<file path="src/rtl/lin_class_frame_stats.sv">
// ---------------------------------------------------------------------------
// lin_class_frame_stats
//
// Sits directly downstream of the linear classifier. The frame sideband
// {valid, sof, eof} is delayed by LATENCY cycles so it lines up with the
// classifier's wgt_sum/pos outputs. The aligned samples then feed per-frame
// statistics: sample count, positive count, signed max, min and sum.
// At end of frame one result record is published through a one-entry
// valid/ready output buffer.
//
// Handshake: o_res_valid/i_res_ready. A record transfers on a rising edge
// where both are high. While o_res_valid=1 and i_res_ready=0 every record
// output holds steady. A record that finishes while the buffer is full and
// is not draining in that same cycle is dropped, and o_overflow is set.
//
// Ports
//   i_clk, i_rst_n         clock, synchronous active-low reset
//   i_in_valid/sof/eof     sideband presented with the classifier inputs
//   i_wgt_sum, i_pos       classifier outputs (LATENCY cycles later)
//   i_res_ready            consumer accepts the result record
//   o_res_valid            result record available
//   o_smp_cnt, o_pos_cnt   saturating sample / positive counts
//   o_wgt_max, o_wgt_min   signed extremes of wgt_sum over the frame
//   o_wgt_acc              signed wrap-around sum of wgt_sum over the frame
//   o_busy                 FSM is inside a frame (ACCUM)
//   o_overflow             sticky: a finished record was dropped
//   o_frame_err            sticky: sof arrived inside an open frame
// ---------------------------------------------------------------------------
module lin_class_frame_stats #(
    parameter int LATENCY = 3,
    parameter int CNT_W   = 12,
    parameter int ACC_W   = 28
) (
    input  logic             i_clk,
    input  logic             i_rst_n,
    input  logic             i_in_valid,
    input  logic             i_sof,
    input  logic             i_eof,
    input  logic [15:0]      i_wgt_sum,
    input  logic             i_pos,
    input  logic             i_res_ready,
    output logic             o_res_valid,
    output logic [CNT_W-1:0] o_smp_cnt,
    output logic [CNT_W-1:0] o_pos_cnt,
    output logic [15:0]      o_wgt_max,
    output logic [15:0]      o_wgt_min,
    output logic [ACC_W-1:0] o_wgt_acc,
    output logic             o_busy,
    output logic             o_overflow,
    output logic             o_frame_err
);

    typedef enum logic {IDLE = 1'b0, ACCUM = 1'b1} state_t;

    state_t state;

    // Sideband delay line, element [LATENCY-1] is the aligned sample.
    logic [2:0] dly [LATENCY];
    logic       a_v, a_sof, a_eof;

    assign {a_v, a_sof, a_eof} = dly[LATENCY-1];

    always_ff @(posedge i_clk) begin
        if (!i_rst_n) begin
            for (int k = 0; k < LATENCY; k++) dly[k] <= '0;
        end else begin
            dly[0] <= {i_in_valid, i_sof, i_eof};
            for (int k = 1; k < LATENCY; k++) dly[k] <= dly[k-1];
        end
    end

    // Working registers of the open frame and their next values.
    logic [CNT_W-1:0] w_smp, w_pos, n_smp, n_pos;
    logic [15:0]      w_max, w_min, n_max, n_min;
    logic [ACC_W-1:0] w_acc, n_acc, wgt_ext;
    logic             take, fin;

    always_comb begin
        wgt_ext = {{(ACC_W-16){i_wgt_sum[15]}}, i_wgt_sum};
        // In IDLE only a sof sample opens a frame; in ACCUM every valid
        // sample counts (a sof there restarts the frame from this sample).
        take = a_v && (state == ACCUM || a_sof);
        fin  = take && a_eof;
        if (a_sof) begin
            n_smp = CNT_W'(1);
            n_pos = CNT_W'(i_pos);
            n_max = i_wgt_sum;
            n_min = i_wgt_sum;
            n_acc = wgt_ext;
        end else begin
            n_smp = (&w_smp) ? w_smp : w_smp + CNT_W'(1);
            n_pos = (i_pos && !(&w_pos)) ? w_pos + CNT_W'(1) : w_pos;
            n_max = ($signed(i_wgt_sum) > $signed(w_max)) ? i_wgt_sum : w_max;
            n_min = ($signed(i_wgt_sum) < $signed(w_min)) ? i_wgt_sum : w_min;
            n_acc = w_acc + wgt_ext;
        end
    end

    always_ff @(posedge i_clk) begin
        if (!i_rst_n) begin
            state       <= IDLE;
            w_smp       <= '0;
            w_pos       <= '0;
            w_max       <= '0;
            w_min       <= '0;
            w_acc       <= '0;
            o_res_valid <= 1'b0;
            o_smp_cnt   <= '0;
            o_pos_cnt   <= '0;
            o_wgt_max   <= '0;
            o_wgt_min   <= '0;
            o_wgt_acc   <= '0;
            o_overflow  <= 1'b0;
            o_frame_err <= 1'b0;
        end else begin
            if (take) begin
                w_smp <= n_smp;
                w_pos <= n_pos;
                w_max <= n_max;
                w_min <= n_min;
                w_acc <= n_acc;
                state <= fin ? IDLE : ACCUM;
                if (state == ACCUM && a_sof) o_frame_err <= 1'b1;
            end
            // The buffer accepts a new record when empty or draining now.
            if (fin && (!o_res_valid || i_res_ready)) begin
                o_res_valid <= 1'b1;
                o_smp_cnt   <= n_smp;
                o_pos_cnt   <= n_pos;
                o_wgt_max   <= n_max;
                o_wgt_min   <= n_min;
                o_wgt_acc   <= n_acc;
            end else begin
                if (fin) o_overflow <= 1'b1;
                if (o_res_valid && i_res_ready) o_res_valid <= 1'b0;
            end
        end
    end

    assign o_busy = (state == ACCUM);

endmodule
</file>
<file path="config.mk">
export PLATFORM = sky130hd
export DESIGN_NAME = lin_class_frame_stats
export DESIGN_NICKNAME = d
export VERILOG_FILES = /design/src/rtl/lin_class_frame_stats.sv
export SDC_FILE = /design/constraint.sdc
export NUM_CORES = 1
export LEC_CHECK = 0
export CORE_MARGIN = 2
export CORE_UTILIZATION = 45
export DETAILED_ROUTE_END_ITERATION = 16
export PLACE_DENSITY = 0.78
export SLEW_MARGIN = 20
export SYNTH_ARGS = -nofsm -noshare
export SYNTH_HDL_FRONTEND = slang
export SYNTH_SLANG_ARGS = --single-unit
</file>
<file path="constraint.sdc">
create_clock -name i_clk -period 3.3 [get_ports i_clk]
set_input_delay 0.66 -clock i_clk [delete_from_list [all_inputs] [get_ports i_clk]]
set_output_delay 0.66 -clock i_clk [all_outputs]
set_load 0.03 [all_outputs]
</file>
==> implementation parameters <==
Parameter                              Value

Global routing
  Antenna violations before repair    0
  Total grt overflow    0
  Largest net degree at the start of global routing    75
  Wire length of the first global-routing pass    42400 microns
  Vias in the first global route    8298
  Total GRT Usage    23.5%

Run
  Maxcap violations    0

Outcome
  Outcome    finished, final reports clean

Synth
  #FFs+latches synth    181
  Count of distinct cell types in the synthesized netlist    60
  Proportion of synthesized flip-flops having asynchronous set or reset    0%
  Portion of the post-synthesis area used by sequential elements    37.5%
  Synth area leader    sky130_fd_sc_hd__dfxtp_1
  Post-synthesis instance area    0.00967 sq mm
  Most repeated cell in the gate-level netlist after synthesis    sky130_fd_sc_hd__dfxtp_1
  Dominant synthesized flop cell    sky130_fd_sc_hd__dfxtp_1
  Mean instance size in the synthesized netlist    8.37 sq um
  Syn nets    1240
  Number of synthesized flops with an enable pin    0
  Area share of the leading cell type in the synthesized netlist    37.5%
  Mapped Cells    1156
  Yosys warnings    0
  Main area contributors after synthesis    sky130_fd_sc_hd__dfxtp_1 37%, sky130_fd_sc_hd__ha_1 7.8%, sky130_fd_sc_hd__mux2i_1 5.7%, sky130_fd_sc_hd__nand2_1 5.3%, sky130_fd_sc_hd__a21oi_1 5.1%
  List of most frequent post-synthesis cells    181 x sky130_fd_sc_hd__dfxtp_1, 136 x sky130_fd_sc_hd__nand2_1, 98 x sky130_fd_sc_hd__a21oi_1

Floorplanning
  Y dimension of the die    151 microns
  Die Span X    151 microns
  Total die area    0.0227 sq mm
  Standard-cell row count    53
  Area of the core region    0.0211 sq mm
  Count of boundary I/O pins    111
  Initial Utilization    45.9%

Layout
  Area grow syn2layout    27.9%
  Fraction of the core area covered by cells at the end of the flow    58.7%
  Fraction of layout instances using a drive strength above 1    11.4%
  Total inserted antenna cells    0
  Nets@finish    1398
  Count of non-filler cells in the finished layout    1602

Clock network
  TritonCTS clock tree    yes
  Latest clock arrival within the worst-skew pair    440 ps
  Deepest level of the CTS H-tree    4
  Root buffer cell    sky130_fd_sc_hd__clkbuf_16
  Clock buffer count from CTS    17
  Longest Clk Path Bufs    2
  Sink Count    181
  Post-CTS repair timing setup buffer count    0
  Register clock-pin slew on the reported worst setup and hold paths    60 ps

Routing
  Iteration count of the initial detailed-routing pass    6
  Iteration-0 DRC Markers    659
  Routed vias/inst    5.54
  Detail-routed net length per standard cell    16.5 microns
  DR DRC count    0
  Antenna viol nets, final    0
  Via total after detailed routing    8879
  Sum of routed wire length over all layers    26400 microns

Place
  Post-placement cell count    1570
  Port Buf Inserts    110
  Global placement routability congestion    0.916
  DP HPWL    19000 microns

Timing
  Number of endpoints failing setup at the final stage    0
  Max Slew Vio Count    0
  Fin crit period    3100 ps
  Max Clock Freq    322 MHz
  Tightest Pin Transition    769 ps
  Worst Skew    10.6 ps
  Tcrit/Tclk final    94.0%
  Unrepaired setup endpoints after global routing    false
  Sum of negative setup slack    0 ps
  Final Hold Violating Endpoints    0
  Relative max-transition margin    48.5%
  Final hold slack    435 ps

Critical path
  Required time worst endpoint    3580 ps
  Category of the worst setup path capture point    flip-flop
  Worst setup path category    in2reg
  Critical Path Source Type    input pin
  CP max FO    3
  Data arrival time of the critical path    3380 ps

Pwr
  Cell area power density    404 mW/mm^2
  Peak supply drop    0.300 mV
  Leak    5.21 nW

Hold path
  Worst hold path type    reg2reg
-- metal layers --
layer | vias to the layer above | GRT usage (%) | part of all wire [%]
met5 | - | 0 | 0
met4 | 0 | 7.85 | 2.1
met3 | 30 | 3.09 | 5.5
met2 | 260 | 37.3 | 45
met1 | 4163 | 33.0 | 47
li1 | 4426 | - | -
-- power by group --
| group | switching (W) | internal [W] | total, W |
|---|---|---|---|
| registers | 0.00000617 | 0.00219 | 0.00220 |
| logic | 0.000238 | 0.000194 | 0.000432 |
| clock network | 0.000871 | 0.00150 | 0.00237 |
-- area by class of cell --
| class | instances | area [sq um] |
|---|---|---|
| clock buffers | 19 | 433 |
| inverters | 42 | 158 |
| fillers | 1817 | 8720 |
| multi-input cells | 859 | 5620 |
| repair buffers | 213 | 1940 |
| flip-flops and latches | 181 | 3620 |
| well taps | 275 | 344 |
| clock inverters | 13 | 251 |
-- cell usage in the layout (no fill, tap or decap), drive strengths merged, types with 6 or more instances in the layout --
cell type / synthesis / layout
o211ai: 10 / 10
o21a: 9 / 9
a31oi: 11 / 11
and2: 10 / 10
and3: 11 / 11
a22oi: 10 / 10
clkdlybuf4s50: 0 / 108
clkbuf: 55 / 19
a211oi: 10 / 10
xor2: 24 / 24
o211a: 19 / 19
nand4: 9 / 9
xnor2: 18 / 18
nor2: 57 / 57
bufinv: 0 / 7
dfxtp: 181 / 181
nand3: 39 / 39
ha: 60 / 60
a21boi: 34 / 34
buf: 19 / 104
a21oi: 98 / 98
nand2: 136 / 136
inv: 42 / 43
a21o: 18 / 18
nor2b: 41 / 41
nor3: 6 / 6
o21ai: 117 / 117
mux2i: 55 / 55
-- through the flow --
step	worst slack [ps]	total power [W]	instance area, sq um
after floorplan	451	0.00248	9670
after global placement	-293	0.00266	11700
after detailed placement	-342	0.00267	11700
after CTS	80.6	0.00502	12300
after global routing	15.2	0.00515	12400
final	197	0.00500	12400
-- sequential cells by signal, summed over array words and instances, names as in the netlist --
register	cells
o_busy	1
o_pos_cnt	12
o_wgt_max	16
o_res_valid	1
w_max	16
w_smp	12
o_wgt_acc	28
o_frame_err	1
o_smp_cnt	12
dly	9
w_acc	28
o_wgt_min	16
w_pos	12
w_min	16
o_overflow	1
-- final timing paths --
check                           slack (ps)                      to  cells after the start                   from
worst max-delay path                   200  w_acc[26]$_SDFFE_PN0P_                     13           i_wgt_sum[1]
worst min-delay path                   440    dly[0][7]$_SDFF_PN0_                      1   dly[0][4]$_SDFF_PN0_
worst max register to register         470  w_acc[26]$_SDFFE_PN0P_                     13  w_acc[0]$_SDFFE_PN0P_
worst min register to register         440    dly[0][7]$_SDFF_PN0_                      1   dly[0][4]$_SDFF_PN0_
-- logic make-up (layout without fill, tap and decap cells) --
| family | after synthesis | in the layout | share of synthesized area (%) |
|---|---|---|---|
| AOI/OAI and AO/OA | 369 | 369 | 24.1 |
| and+or+nand+nor | 331 | 331 | 16.2 |
| DFF | 181 | 181 | 37.5 |
| buffers and inverters | 116 | 287 | 4.73 |
| adders and majority gates | 61 | 61 | 7.97 |
| muxes | 56 | 56 | 5.81 |
| xor gates and xnor gates | 42 | 42 | 3.80 |
-- critical path, stage by stage --
cell                              delay (ps)
sky130_fd_sc_hd__clkdlybuf4s50_1         520
sky130_fd_sc_hd__inv_1                    80
sky130_fd_sc_hd__fa_1                    450
sky130_fd_sc_hd__nor2b_2                 180
sky130_fd_sc_hd__o2111ai_2               140
sky130_fd_sc_hd__a31oi_1                 220
sky130_fd_sc_hd__buf_4                   150
sky130_fd_sc_hd__a31oi_2                 140
sky130_fd_sc_hd__o21ai_1                 160
sky130_fd_sc_hd__buf_4                   150
sky130_fd_sc_hd__a41oi_1                 130
sky130_fd_sc_hd__xor2_1                  280
sky130_fd_sc_hd__a211oi_2                110
-- timing repair --
item,4_1_cts,5_1_grt
resized for setup,0,7
endpoints found under the setup margin,0,7
hold buffers,0,0
Note: power is estimated with default switching activity, not from simulation.
